### src/rtl/dmem_access_unit.sv
// dmem_access_unit: load/store alignment between the memory stage and a
// word-wide data RAM without byte enables. Loads are extracted and
// sign/zero extended; sub-word stores become a read-modify-write pair.
module dmem_access_unit #(
   parameter int ADDR_W = 32
) (
   input  logic              clk,
   input  logic              reset_n,
   input  logic              req_valid_i,
   input  logic              req_we_i,
   input  logic [1:0]        req_size_i,
   input  logic              req_unsigned_i,
   input  logic [ADDR_W-1:0] req_addr_i,
   input  logic [31:0]       req_wdata_i,
   output logic              stall_o,
   output logic              misalign_o,
   output logic [31:0]       rdata_o,
   output logic              rdata_valid_o,
   output logic [ADDR_W-1:0] mem_addr_o,
   output logic [31:0]       mem_wdata_o,
   output logic              mem_write_o,
   output logic              mem_read_o,
   input  logic [31:0]       mem_rdata_i
);

   typedef enum logic [1:0] {
      IDLE      = 2'd0,
      LOAD_WAIT = 2'd1,
      RMW_WR    = 2'd2
   } state_t;

   state_t            state_r;
   state_t            state_nxt_s;
   logic [ADDR_W-1:0] addr_r;
   logic [1:0]        size_r;
   logic              unsigned_r;
   logic [15:0]       wdata_r;
   logic              latch_s;
   logic              misalign_s;

   // Half needs addr[0]=0, word (and the 11 encoding) needs addr[1:0]=00.
   function automatic logic is_misaligned(input logic [1:0] size, input logic [1:0] addr_lo);
      logic r;
      case (size)
         2'b00:   r = 1'b0;
         2'b01:   r = addr_lo[0];
         default: r = (addr_lo != 2'b00);
      endcase
      return r;
   endfunction

   // Pick the addressed lane(s) out of a RAM word and extend to 32 bits.
   function automatic logic [31:0] load_extend(input logic [31:0] word, input logic [1:0] lane,
                                               input logic [1:0] size, input logic uns);
      logic [7:0]  b;
      logic [15:0] h;
      logic [31:0] r;
      case (lane)
         2'd0:    b = word[7:0];
         2'd1:    b = word[15:8];
         2'd2:    b = word[23:16];
         2'd3:    b = word[31:24];
         default: b = word[7:0];
      endcase
      if (lane[1]) begin
         h = word[31:16];
      end else begin
         h = word[15:0];
      end
      case (size)
         2'b00:   r = uns ? {24'd0, b} : {{24{b[7]}}, b};
         2'b01:   r = uns ? {16'd0, h} : {{16{h[15]}}, h};
         default: r = word;
      endcase
      return r;
   endfunction

   // Replace the target lane(s) of the old RAM word with right-aligned store data.
   function automatic logic [31:0] merge_store(input logic [31:0] old_word, input logic [15:0] wdata,
                                               input logic [1:0] lane, input logic [1:0] size);
      logic [31:0] r;
      r = old_word;
      case (size)
         2'b00: begin
            case (lane)
               2'd0:    r[7:0]   = wdata[7:0];
               2'd1:    r[15:8]  = wdata[7:0];
               2'd2:    r[23:16] = wdata[7:0];
               2'd3:    r[31:24] = wdata[7:0];
               default: r = old_word;
            endcase
         end
         2'b01: begin
            if (lane[1]) begin
               r[31:16] = wdata;
            end else begin
               r[15:0] = wdata;
            end
         end
         default: r = old_word;
      endcase
      return r;
   endfunction

   // Next state and all memory/core strobes; reset masks every strobe so an
   // interrupted read-modify-write never reaches the RAM.
   always_comb begin
      state_nxt_s   = state_r;
      stall_o       = 1'b0;
      misalign_o    = 1'b0;
      rdata_o       = 32'd0;
      rdata_valid_o = 1'b0;
      mem_addr_o    = {req_addr_i[ADDR_W-1:2], 2'b00};
      mem_wdata_o   = 32'd0;
      mem_write_o   = 1'b0;
      mem_read_o    = 1'b0;
      latch_s       = 1'b0;
      misalign_s    = req_valid_i && is_misaligned(req_size_i, req_addr_i[1:0]);

      case (state_r)
         IDLE, LOAD_WAIT: begin
            state_nxt_s = IDLE;
            if (state_r == LOAD_WAIT) begin
               rdata_valid_o = 1'b1;
               rdata_o       = load_extend(mem_rdata_i, addr_r[1:0], size_r, unsigned_r);
            end else begin
               rdata_valid_o = 1'b0;
            end
            misalign_o = misalign_s;
            if (req_valid_i && !misalign_s) begin
               if (!req_we_i) begin
                  mem_read_o  = 1'b1;
                  latch_s     = 1'b1;
                  state_nxt_s = LOAD_WAIT;
               end else if (req_size_i[1]) begin
                  mem_write_o = 1'b1;
                  mem_wdata_o = req_wdata_i;
               end else begin
                  mem_read_o  = 1'b1;
                  stall_o     = 1'b1;
                  latch_s     = 1'b1;
                  state_nxt_s = RMW_WR;
               end
            end else begin
               latch_s = 1'b0;
            end
         end
         RMW_WR: begin
            mem_addr_o  = {addr_r[ADDR_W-1:2], 2'b00};
            mem_wdata_o = merge_store(mem_rdata_i, wdata_r, addr_r[1:0], size_r);
            mem_write_o = 1'b1;
            state_nxt_s = IDLE;
         end
         default: begin
            state_nxt_s = IDLE;
         end
      endcase

      if (!reset_n) begin
         stall_o       = 1'b0;
         rdata_o       = 32'd0;
         rdata_valid_o = 1'b0;
         mem_wdata_o   = 32'd0;
         mem_write_o   = 1'b0;
         mem_read_o    = 1'b0;
         latch_s       = 1'b0;
         state_nxt_s   = IDLE;
      end else begin
         state_nxt_s = state_nxt_s;
      end
   end

   // State register.
   always_ff @(posedge clk) begin
      if (!reset_n) begin
         state_r <= IDLE;
      end else begin
         state_r <= state_nxt_s;
      end
   end

   // Capture the accepted request fields needed by the follow-up cycle.
   always_ff @(posedge clk) begin
      if (!reset_n) begin
         addr_r     <= '0;
         size_r     <= 2'b00;
         unsigned_r <= 1'b0;
         wdata_r    <= 16'd0;
      end else if (latch_s) begin
         addr_r     <= req_addr_i;
         size_r     <= req_size_i;
         unsigned_r <= req_unsigned_i;
         wdata_r    <= req_wdata_i[15:0];
      end
   end

endmodule

### config.mk
export PLATFORM = sky130hd
export DESIGN_NAME = dmem_access_unit
export DESIGN_NICKNAME = d
export VERILOG_FILES = /design/src/rtl/dmem_access_unit.sv
export SDC_FILE = /design/constraint.sdc
export NUM_CORES = 1
export LEC_CHECK = 0
export BUFFER_PORTS_ARGS = -buffer_cell sky130_fd_sc_hd__buf_4
export CAP_MARGIN = 10
export CORE_MARGIN = 1.5
export CORE_UTILIZATION = 49
export DETAILED_ROUTE_END_ITERATION = 12
export PLACE_DENSITY = 0.94
export SYNTH_ARGS = -nofsm -noshare
export SYNTH_HDL_FRONTEND = slang
export SYNTH_SLANG_ARGS = --single-unit
### constraint.sdc
create_clock -name clk -period 2.85 [get_ports clk]
set_input_delay 0.855 -clock clk [delete_from_list [all_inputs] [get_ports clk]]
set_output_delay 0.855 -clock clk [all_outputs]
set_load 0.02 [all_outputs]
**Word-level counts from Yosys, hierarchy flattened**

Index checks and enable logic that the tools add are counted.

- Output and inout port bits: 101
- Bits in registers: 53
- Bits of input ports: 103
- Logic and storage cells: 66

- Equality and inequality tests: 7
- Multiplexer cells: 42
- Reduce and logical (&&, ||, !) cells: 11

Operators by type and width:

| kind | count |
|---|---|
| 32-bit two-way mux | 10 |
| 32-bit case mux with 2 select lines | 3 |
| 16-bit two-way mux | 3 |
| 8-bit two-way mux | 4 |
| 8-bit case mux with 4 select lines | 1 |
| 1-bit two-way mux | 18 |
| 2-bit by 1-bit == test with 1-bit output, second input constant | 4 |
| 2-bit logical NOT | 4 |
| 2-bit == test, second input constant | 3 |
| 1-bit case mux with 2 select lines | 2 |
| 4-bit AND reduction | 1 |
| 3-bit AND reduction | 1 |
| 1-bit logical AND | 2 |
| 2-bit two-way mux | 1 |
| 2-bit nonzero test | 1 |
| 2-bit OR reduction | 1 |
| 1-bit logical NOT | 1 |

**Longest topological paths before layout**

Gate-level depths: netlist of the first run.

- Depth in word-level cells: 8
- Mapped depth: 6
- Depth with buffers taken out: 3

**Worst setup path before layout of the first run**

No wires, ideal clock.

- Path kind: input to output
- Start: input port reset_n
- End: output port rdata_o[7]
- Required time: 1.995 ns
- Stages: 4
- Path buffers: 1
- Path slack: -0.422 ns
- Data arrival time: 2.417 ns
- Cell sequence: nand2_1 -> or2_2 -> clkbuf_1 -> a2111oi_0

- Longest elaborated chain between the ends: 1

RTL lines:

| what | RTL line | text |
|---|---|---|
| start, declared | 8 | `input logic reset_n,` |
| 32-bit two-way mux | 159 | `if (!reset_n) begin` |
| end, declared | 17 | `output logic [31:0] rdata_o,` |

Every way passes these cells.

**Worst setup path after layout of the first run**

- Start: input port reset_n
- End: output port mem_wdata_o[21]

- Longest elaborated chain between the ends: 1

RTL lines:

| what | RTL line | text |
|---|---|---|
| 32-bit two-way mux | 159 |  |
| end, declared | 20 | `output logic [31:0] mem_wdata_o,` |

Every way passes these cells.

==> flow_metrics.tcl, run 1 <==
set metrics [dict create \
    p_seq_share_pct 36.6 \
    portBuffers 201 \
    setup_violations 38 \
    numCtsBuffers 5 \
    clock.fmax_ghz 0.330 \
    synth_seq_cells 53 \
    placed_area_mm2 0.00684 \
    post-route-util_pct 82.9 \
    die_area_mm2 0.0104 \
    post-synth-top-count-cell "nand2_1" \
    pin_count 204 \
    ys_warn_count 0 \
    clk_latency_ns 0.31 \
    via_count 6279 \
    num_rows 35 \
    yosys.area.top_type "dfxtp_1" \
    cts_buffer_depth 2 \
    syn_inst 618 \
    syn2layout_area_growth_pct 62.0 \
    antennaDiodeCount 0 \
    grt_usage_pct 34.0 \
    p_comb_share_pct 39.5 \
    wirelength_met1_um 7420 \
    swShare_pct 35.8 \
    crit_arrival_ns 2.18 \
    hpwl_um 13100 \
    grt_pass1_wl_um 28100 \
    cts_max_level 2 \
    nNetsFinal 913 \
    synth_top_flop_cell "dfxtp_1" \
    synth_edf_count 0 \
    fin_skew_ns 0.00529 \
    gp_congestion 1.04 \
    grt-ovfl-total 0 \
    routed_wl_um 21900 \
    ant_nets 0 \
    layout-drive-gt1-share_pct 47.8 \
    fillCellCount 507 \
    max_cap_viol_count 0 \
    wl_met3_um 2670 \
    async_flop_share_pct 0 \
    clkSinkCount 53 \
    synth_cell_types 44 \
    rsz0062_at_grt "true" \
    core-area_mm2 0.00937 \
    power.clock.fraction_pct 23.8 \
    antenna_found_initial 1 \
    status "finished, violations left" \
    synth_top_cells_by_area "dfxtp_1 22%, mux2i_1 10%, a211oi_1 9.7%" \
    path_clk_slew_ns 0.10 \
    route.met2.wl_um 10100 \
    startpoint_type "input pin" \
    fin_area_mm2 0.00777 \
    floorplan.initialDensity_pct 51.1 \
    routedWlPerCell_um 23.3 \
    grt_pass1_vias 5663 \
    multi_input_area_mm2 0.00406 \
    top_layer "met4" \
    max_slew.worst_pin.slew_ns 0.682 \
    finalHoldViolations 0 \
    relSlewSlack_pct 54.3 \
    intPower_mw 1.45 \
    synth_common_cells "105 x nand2_1, 62 x a211oi_1, 53 x dfxtp_1" \
    ir_drop_v 0.000292 \
    violations "setup timing" \
    fin_crit_sh_pct 106 \
    grt_max_degree 46 \
    via_per_inst 6.68 \
    drc 0 \
    criticalPathCategory "input pin to primary output" \
    hp-class "flop to flop" \
    end_kind "primary output" \
    die_x_um 102 \
    drtIter0Drc 567 \
    synth_top_area_share_pct 22.1 \
    pwr_density_cell_mw_per_mm2 291 \
    fin_ws_ns -0.185 \
    crit_fanout 6 \
    clockRootBuffer "clkbuf_8" \
    firstDrtPassIters 8 \
    maxSlewViolCount 0 \
    p_leak_nw 3.16 \
    required_ns 2.00 \
    switchingPower_mw 0.811 \
    synth_area_mm2 0.00479 \
    cts_tree "yes" \
    min_period_ns 3.03 \
    regArea_mm2 0.00107 \
    die_h_um 102 \
    ys_seq_area_share_pct 22.1 \
    syn_avg_cell_area_um2 7.76 \
]
## registers in the layout (all words and copies together) (netlist names)
register / flops
size_r: 2
addr_r: 32
state_r: 2
unsigned_r: 1
wdata_r: 16
## area by class of cell
type	count	area share, %
multi-input cells	465	52.3
repair buffers	252	28.7
flip-flops and latches	53	13.8
well taps	129	2.08
inverters	33	1.59
clock buffers	6	1.06
clock inverters	2	0.483
## cells in the final DEF, fill, tap and decap left out, drive strengths merged
cell / instances
mux2: 39
bufinv: 1
a221oi: 1
nor3b: 2
a211oi: 62
inv: 33
dfxtp: 53
nand3: 1
clkbuf: 10
or3: 1
a22oi: 2
nand2: 105
nor2: 23
and3: 8
or3b: 2
nand3b: 1
a21o: 1
clkinvlp: 1
nor3: 3
o21ai: 26
nor2b: 2
o32ai: 35
a2111oi: 1
nand2b: 20
o221ai: 17
conb: 2
o21ba: 1
mux2i: 50
o21a: 8
or2: 3
buf: 248
and3b: 17
a311oi: 1
o2bb2ai: 10
a21oi: 19
a211o: 2
## logic make-up after synthesis
family	after synthesis	synth area share (%)
compound gates	186	29.2
simple gates	188	18.9
other cells	1	0.0782
flops	53	22.1
buf+inv	101	10.0
mux	89	19.6
## worst paths after layout
check                           depth (start not counted)               to  startpoint  slack, ns
worst min register to register                          2        addr_r[7]   addr_r[7]       0.46
worst max register to register                          5       wdata_r[6]  state_r[1]       1.22
worst max-delay path                                    6  mem_wdata_o[21]     reset_n      -0.18
worst min-delay path                                    2        addr_r[7]   addr_r[7]       0.46
## routing by layer
| layer | vias to the layer above | track usage (%) |
|---|---|---|
| li1 | 2650 | - |
| met1 | 2886 | 39.3 |
| met3 | 183 | 7.25 |
| met2 | 560 | 57.0 |
| met5 | - | 0 |
| met4 | 0 | 21.9 |
## through the flow
stage               hold WS (ns)  std cells  worst slack [ns]  TNS (ns)  power (mW)
CTS                        0.466        935            -0.101     -1.31        2.15
finish                     0.464        940            -0.185     -3.04        2.26
detailed placement         0.447        921            -0.244     -7.11        1.59
global placement           0.440        921            -0.229     -6.29        1.56
floorplan                  0.432        619           -0.0817     -2.08        1.27
global route               0.485        940            -0.327     -5.35        2.34
## worst max-delay path, cell delays in order
cell       delay [ns]
buf_6            0.10
and3b_2          0.33
clkbuf_16        0.21
o21ai_0          0.17
o32ai_4          0.34
buf_6            0.17
## power groups by stage
stage	Sequential, mW	Clock [mW]	Combinational [mW]
after CTS	0.820	0.545	0.785
after global placement	0.833	0	0.727
final	0.829	0.539	0.895
after floorplan	0.817	0	0.455
after global routing	0.833	0.572	0.935
after detailed placement	0.836	0	0.751
## repair_timing
item	in CTS	in global routing
pin swaps	5	13
gates cloned	2	4
hold buffers	0	0
setup endpoints to repair	66	66
resized for setup	69	63
hold endpoints to repair	0	0
setup buffers	4	1
Note: power is estimated with default switching activity, not from simulation.
==> run 2: changes to the inputs <==
--- a/config.mk
+++ b/config.mk
@@ -5,10 +5,11 @@
 export SDC_FILE = /design/constraint.sdc
 export NUM_CORES = 1
 export LEC_CHECK = 0
+export ABC_AREA = 1
 export BUFFER_PORTS_ARGS = -buffer_cell sky130_fd_sc_hd__buf_4
 export CAP_MARGIN = 10
 export CORE_MARGIN = 1.5
-export CORE_UTILIZATION = 49
+export CORE_UTILIZATION = 50
 export DETAILED_ROUTE_END_ITERATION = 12
 export PLACE_DENSITY = 0.94
 export SYNTH_ARGS = -nofsm -noshare
==> run 2 against run 1 <==
  * Clock skew rose by 0.0069 ns
  * Clock power fell by 16%
  * Final cell count rose by 37%
  * Synthesized cell count rose by 61%
  * The run now ends clean
  * Synthesized area rose by 7.0%
  * Hold slack improved by 0.059 ns
  * Die area rose by 4.7%
  * Via count rose by 14%
  * Total power fell by 9.2%
==> flow_metrics.tcl, run 2 <==
set metrics [dict create \
    placed_area_mm2 0.00675 \
    drtIter0Drc 604 \
    swShare_pct 38.2 \
    status "complete, no violations" \
    final_common_cell "nand2_1" \
    crit_start "addr_r[1]" \
    clk_latency_ns 0.32 \
    die_h_um 104 \
    crit_family "buffers and inverters" \
    synth_top_flop_cell "dfxtp_1" \
    ir_drop_v 0.000310 \
    synth_edf_count 0 \
    regMostFlops "addr_r" \
    ant_nets 0 \
    maxSlewViolCount 0 \
    drc 0 \
    relSlewSlack_pct 36.7 \
    portBuffers 201 \
    die_area_mm2 0.0109 \
    clockRootBuffer "clkbuf_8" \
    startpoint_type "flop" \
    nNetsFinal 1257 \
    synth_area_mm2 0.00513 \
    top_regs "addr_r x32, wdata_r x16" \
    intPower_mw 1.27 \
    p_seq_share_pct 39.7 \
    layout-drive-gt1-share_pct 23.2 \
    async_flop_share_pct 0 \
    die_x_um 104 \
    numCtsBuffers 5 \
    antennaDiodeCount 0 \
    pin_count 204 \
    syn_avg_cell_area_um2 5.15 \
    fin_crit_sh_pct 97.1 \
    power.clock.fraction_pct 22.1 \
    yosys.area.top_type "nand2_1" \
    hold_slack_ns 0.523 \
    routed_wl_um 18700 \
    postCtsHoldBufs 0 \
    num_rows 36 \
    end_kind "primary output" \
    p_leak_nw 3.45 \
    hpwl_um 13400 \
    syn_inst 996 \
    fillCellCount 908 \
    cts_tree "yes" \
    hp-class "flop to flop" \
    grt_max_degree 101 \
    grt_usage_pct 33.3 \
    routedWlPerCell_um 14.5 \
    synth_common_cells "310 x nand2_1, 175 x nor2_1, 168 x nand3_1" \
    required_ns 2.00 \
    finalHoldViolations 0 \
    via_per_inst 5.58 \
    ys_warn_count 0 \
    final_cell_mix "306 x nand2_1, 216 x buf_4, 174 x nor2_1" \
    floorplan.initialDensity_pct 52.0 \
    post-synth-top-count-cell "nand2_1" \
    pwr_density_cell_mw_per_mm2 298 \
    pre_cts_ws_ns -0.0260 \
    clkSinkCount 53 \
    grt_pass1_vias 6427 \
    min_period_ns 2.77 \
    max_slew.worst_pin.slew_ns 0.950 \
    gp_congestion 0.957 \
    path_buf_inv 3 \
    crit_arrival_ns 1.91 \
    core-area_mm2 0.00986 \
    crit_fanout 17 \
    antenna_found_initial 0 \
    max_cap_viol_count 0 \
    max_stage_delay_ns 0.42 \
    largest_register_ffs 32 \
    synth_cell_types 19 \
    clock.fmax_ghz 0.361 \
    hp-start "addr_r[8]" \
    grt_pass1_wl_um 30300 \
    cts_buffer_depth 2 \
    firstDrtPassIters 6 \
    worst_path_max_delay_cell "dfxtp_4" \
    switchingPower_mw 0.785 \
    synth_top_area_share_pct 22.7 \
    synth_top_cells_by_area "nand2_1 23%, dfxtp_1 21%, nand3_1 16%" \
    syn2layout_area_growth_pct 34.4 \
    p_comb_share_pct 38.2 \
    ys_seq_area_share_pct 20.7 \
    fin_area_mm2 0.00689 \
    via_count 7187 \
    setup_violations 0 \
    fin_ws_ns 0.0817 \
    path_clk_slew_ns 0.11 \
    criticalPathCategory "flop to primary output" \
    fin_skew_ns 0.0122 \
    synth_seq_cells 53 \
    cts_max_level 2 \
    grt-ovfl-total 0 \
    crit_chain "inv_4 -> buf_4 -> o21ai_0 -> nand3_1 -> o21ai_0 -> a21oi_1 -> buf_4" \
    reg2reg_from "state_r[1]" \
    postCtsSetupRepairBufs 0 \
]
[run 2: cell types whose count changed after synthesis, sizes merged, moves of 39 or more]
| cell | delta |
|---|---|
| a211oi | -62 |
| a21oi | +49 |
| mux2 | -39 |
| mux2i | -50 |
| nand2 | +207 |
| nand3 | +169 |
| nor2 | +155 |
| o21ai | +45 |
[run 2: final cells by class]
cell class                      count  area (um^2)  area share (%)
Clock buffer                        5         68.8           0.998
Clock inverter                      3         26.3           0.381
Inverter                           64          246            3.58
Multi-Input combinational cell    804         3520            51.1
Sequential cell                    53         1070            15.5
Tap cell                          133          166            2.41
Timing Repair Buffer              226         1800            26.0
[run 2: metrics by stage]
step	power, mW	utilization, %	TNS, ns	std cells
floorplan	1.27	-	0	997
global placement	1.58	68.4	0	1280
detailed placement	1.60	68.4	-0.0260	1280
CTS	2.04	69.5	0	1288
global route	2.16	69.9	-0.00244	1288
finish	2.05	69.9	0	1288
[run 2: final timing paths]
kind                 to  slack, ns  cells past startpoint
min           addr_r[8]       0.52                      4
max reg2reg  wdata_r[9]       0.93                      8
max          rdata_o[3]       0.08                      7
min reg2reg   addr_r[8]       0.52                      4
[run 2: timing repair]
item	in CTS	in global routing
endpoints found under the hold margin	0	0
resized for setup	5	10
setup endpoints to repair	20	42
[run 2: power by group through the flow]
stage / Sequential [mW] / Clock [mW] / Combinational (mW)
6_report: 0.815 / 0.455 / 0.785
2_1_floorplan: 0.815 / 0 / 0.452
3_5_place_dp: 0.830 / 0 / 0.767
5_1_grt: 0.819 / 0.480 / 0.863
4_1_cts: 0.813 / 0.459 / 0.771
3_3_place_gp: 0.829 / 0 / 0.750
[run 2: cell families after synthesis]
family,count (synthesis),synth area share (%)
compound gates,139,13.8
simple gates,663,53.3
flops,53,20.7
buf+inv,140,12.1
other cells,1,0.0731
[run 2: layer usage]
| metal | track usage, % | share of wire [%] |
|---|---|---|
| met5 | 0 | 0 |
| met4 | 17.2 | 4.9 |
| met2 | 54.8 | 46 |
| met1 | 40.6 | 38 |
| met3 | 7.14 | 12 |
[run 2: tightest hold or removal path, stage by stage (launching register included)]
cell and delay, ns:
dfxtp_1 0.32, inv_1 0.05, nand2_1 0.05, nand2_1 0.05, nor2_1 0.03
==> run 3: changes to the inputs <==
--- a/config.mk
+++ b/config.mk
@@ -5,13 +5,14 @@
 export SDC_FILE = /design/constraint.sdc
 export NUM_CORES = 1
 export LEC_CHECK = 0
-export ABC_AREA = 1
 export BUFFER_PORTS_ARGS = -buffer_cell sky130_fd_sc_hd__buf_4
 export CAP_MARGIN = 10
+export CELL_PAD_IN_SITES_DETAIL_PLACEMENT = 0
+export CELL_PAD_IN_SITES_GLOBAL_PLACEMENT = 1
 export CORE_MARGIN = 1.5
-export CORE_UTILIZATION = 50
+export CORE_UTILIZATION = 34
 export DETAILED_ROUTE_END_ITERATION = 12
-export PLACE_DENSITY = 0.94
+export PLACE_DENSITY = 0.93
 export SYNTH_ARGS = -nofsm -noshare
 export SYNTH_HDL_FRONTEND = slang
 export SYNTH_SLANG_ARGS = --single-unit
==> run 3 against run 2 <==
  * The run now ends with setup timing left
  * Via count decreased by 21%
  * Clock power increased by 30%
  * Clock skew decreased by 0.0098 ns
  * Wire length increased by 1.9%
  * Count of clock-buffer cells in the layout unchanged
  * Total power increased by 11%
  * First-iteration DRC count decreased by 45%
  * Die area increased by 36%
  * Highest routed layer unchanged
  * Core utilization decreased by 11 points
  * Combinational power increased by 11%
==> flow_metrics.tcl, run 3 (synthesized netlist as in run 1, its figures left out) <==
set metrics [dict create \
    num_rows 43 \
    min_period_ns 2.97 \
    hpwl_um 13000 \
    postCtsHoldBufs 0 \
    crit_path_end "mem_wdata_o[29]" \
    die_h_um 122 \
    via_count 5659 \
    grt_pass1_vias 5426 \
    routed_wl_um 19000 \
    relSlewSlack_pct 51.7 \
    grt_usage_pct 24.7 \
    routedWlPerCell_um 19.1 \
    required_ns 2.00 \
    largest_register_ffs 32 \
    fin_area_mm2 0.00810 \
    drtIter0Drc 333 \
    ant_nets 0 \
    ir_drop_v 0.000245 \
    clkSinkCount 53 \
    pin_count 204 \
    portBuffers 201 \
    crit_arrival_ns 2.12 \
    layout-drive-gt1-share_pct 49.9 \
    die_area_mm2 0.0148 \
    fin_ws_ns -0.120 \
    p_leak_nw 3.26 \
    pwr_density_cell_mw_per_mm2 282 \
    core-area_mm2 0.0138 \
    status "finished, violations left" \
    violations "setup timing" \
    worst_path_max_delay_cell "or3_4" \
    syn2layout_area_growth_pct 68.9 \
    crit_chain "buf_6 -> or2_1 -> or3_4 -> buf_12 -> buf_12 -> o32ai_4 -> buf_6" \
    hp-class "flop to flop" \
    numCtsBuffers 5 \
    grt_max_degree 53 \
    pre_cts_ws_ns -0.291 \
    max_slew.worst_pin.slew_ns 0.725 \
    dp_cells 978 \
    startpoint_type "input pin" \
    maxSlewViolCount 0 \
    die_x_um 122 \
    rsz0062_at_grt "true" \
    antennaDiodeCount 0 \
    p_total_mw 2.29 \
    cts_tree "yes" \
    fin_crit_sh_pct 104 \
    cts_buffer_depth 2 \
    clockRootBuffer "clkbuf_16" \
    clk_latency_ns 0.29 \
    cts_max_level 2 \
    finalHoldViolations 0 \
    tns_ns -2.29 \
    nNetsFinal 922 \
    crit_start "req_addr_i[1]" \
    final_common_cell "buf_4" \
    antenna_found_initial 0 \
    criticalPathCategory "input pin to primary output" \
    timing.rr.end "addr_r[11]" \
    drc 0 \
    final_cell_mix "195 x buf_4, 104 x nand2_1, 50 x mux2i_1, 50 x dfxtp_1, 47 x buf_6" \
    via_per_inst 5.67 \
    placed_area_mm2 0.00701 \
    r2r_slack_ns 1.22 \
    reg2reg_from "state_r[1]" \
    end_kind "primary output" \
    grt_pass1_wl_um 28900 \
    gp_congestion 0.887 \
    fin_skew_ns 0.00245 \
    max_cap_viol_count 0 \
    grt-ovfl-total 0 \
    final_cells 998 \
    clock.fmax_ghz 0.337 \
    top_regs "addr_r x32, wdata_r x16" \
    firstDrtPassIters 5 \
    path_clk_slew_ns 0.07 \
    setup_violations 39 \
    regMostFlops "addr_r" \
    reg2reg_depth 5 \
    max_stage_delay_ns 0.37 \
    crit_fanout 7 \
    floorplan.initialDensity_pct 34.7 \
]
## run 3: through the flow
stage	util, %	hold slack [ns]
4_1_cts	57.1	0.460
5_1_grt	58.5	0.476
6_report	58.5	0.457
3_5_place_dp	50.7	0.447
3_3_place_gp	50.7	0.441
2_1_floorplan	-	0.432
## run 3: layout make-up
type                    instances  area, um^2
repair buffers                261        2420
flip-flops and latches         53        1060
clock inverters                 1        5.00
fillers                      1193        5730
multi-input cells             465        4140
well taps                     180         225
clock buffers                   5         125
inverters                      33         124
## run 3: worst max-delay path: cells and delay by family
family	cells	cell delay [ns]
AND/OR/NAND/NOR	2	0.60
buffers and inverters	4	0.56
AO/OA/AOI/OAI	1	0.09
## run 3: routing by layer
layer  global-route usage, %  share of wire [%]
met1                    30.5                 41
met2                    41.5                 48
met3                    5.81                8.3
met4                    9.85                3.1
met5                       0                  0
## run 3: power by group
| group | leakage (nW) | switching [mW] | internal [mW] | total, mW |
|---|---|---|---|---|
| logic | 2.77 | 0.483 | 0.386 | 0.869 |
| clock network | 0.0655 | 0.278 | 0.315 | 0.593 |
| registers | 0.434 | 0.0439 | 0.781 | 0.824 |
## run 3: worst min path at each step
stage,cells after the start,slack (ns),endpoint,startpoint
2_1_floorplan,2,0.43,addr_r[10],addr_r[10]
3_3_place_gp,2,0.44,addr_r[27],addr_r[27]
3_5_place_dp,2,0.45,addr_r[13],addr_r[13]
4_1_cts,2,0.46,addr_r[14],addr_r[14]
5_1_grt,2,0.48,addr_r[9],addr_r[9]
6_report,2,0.46,addr_r[29],addr_r[29]
## run 3: timing repair
action / in CTS / in global routing
cloned: 8 / 0
setup buffers: 6 / 2
resized for setup: 106 / 46
endpoints found under the hold margin: 0 / 0
endpoints found under the setup margin: 67 / 67
pin swaps: 42 / 11
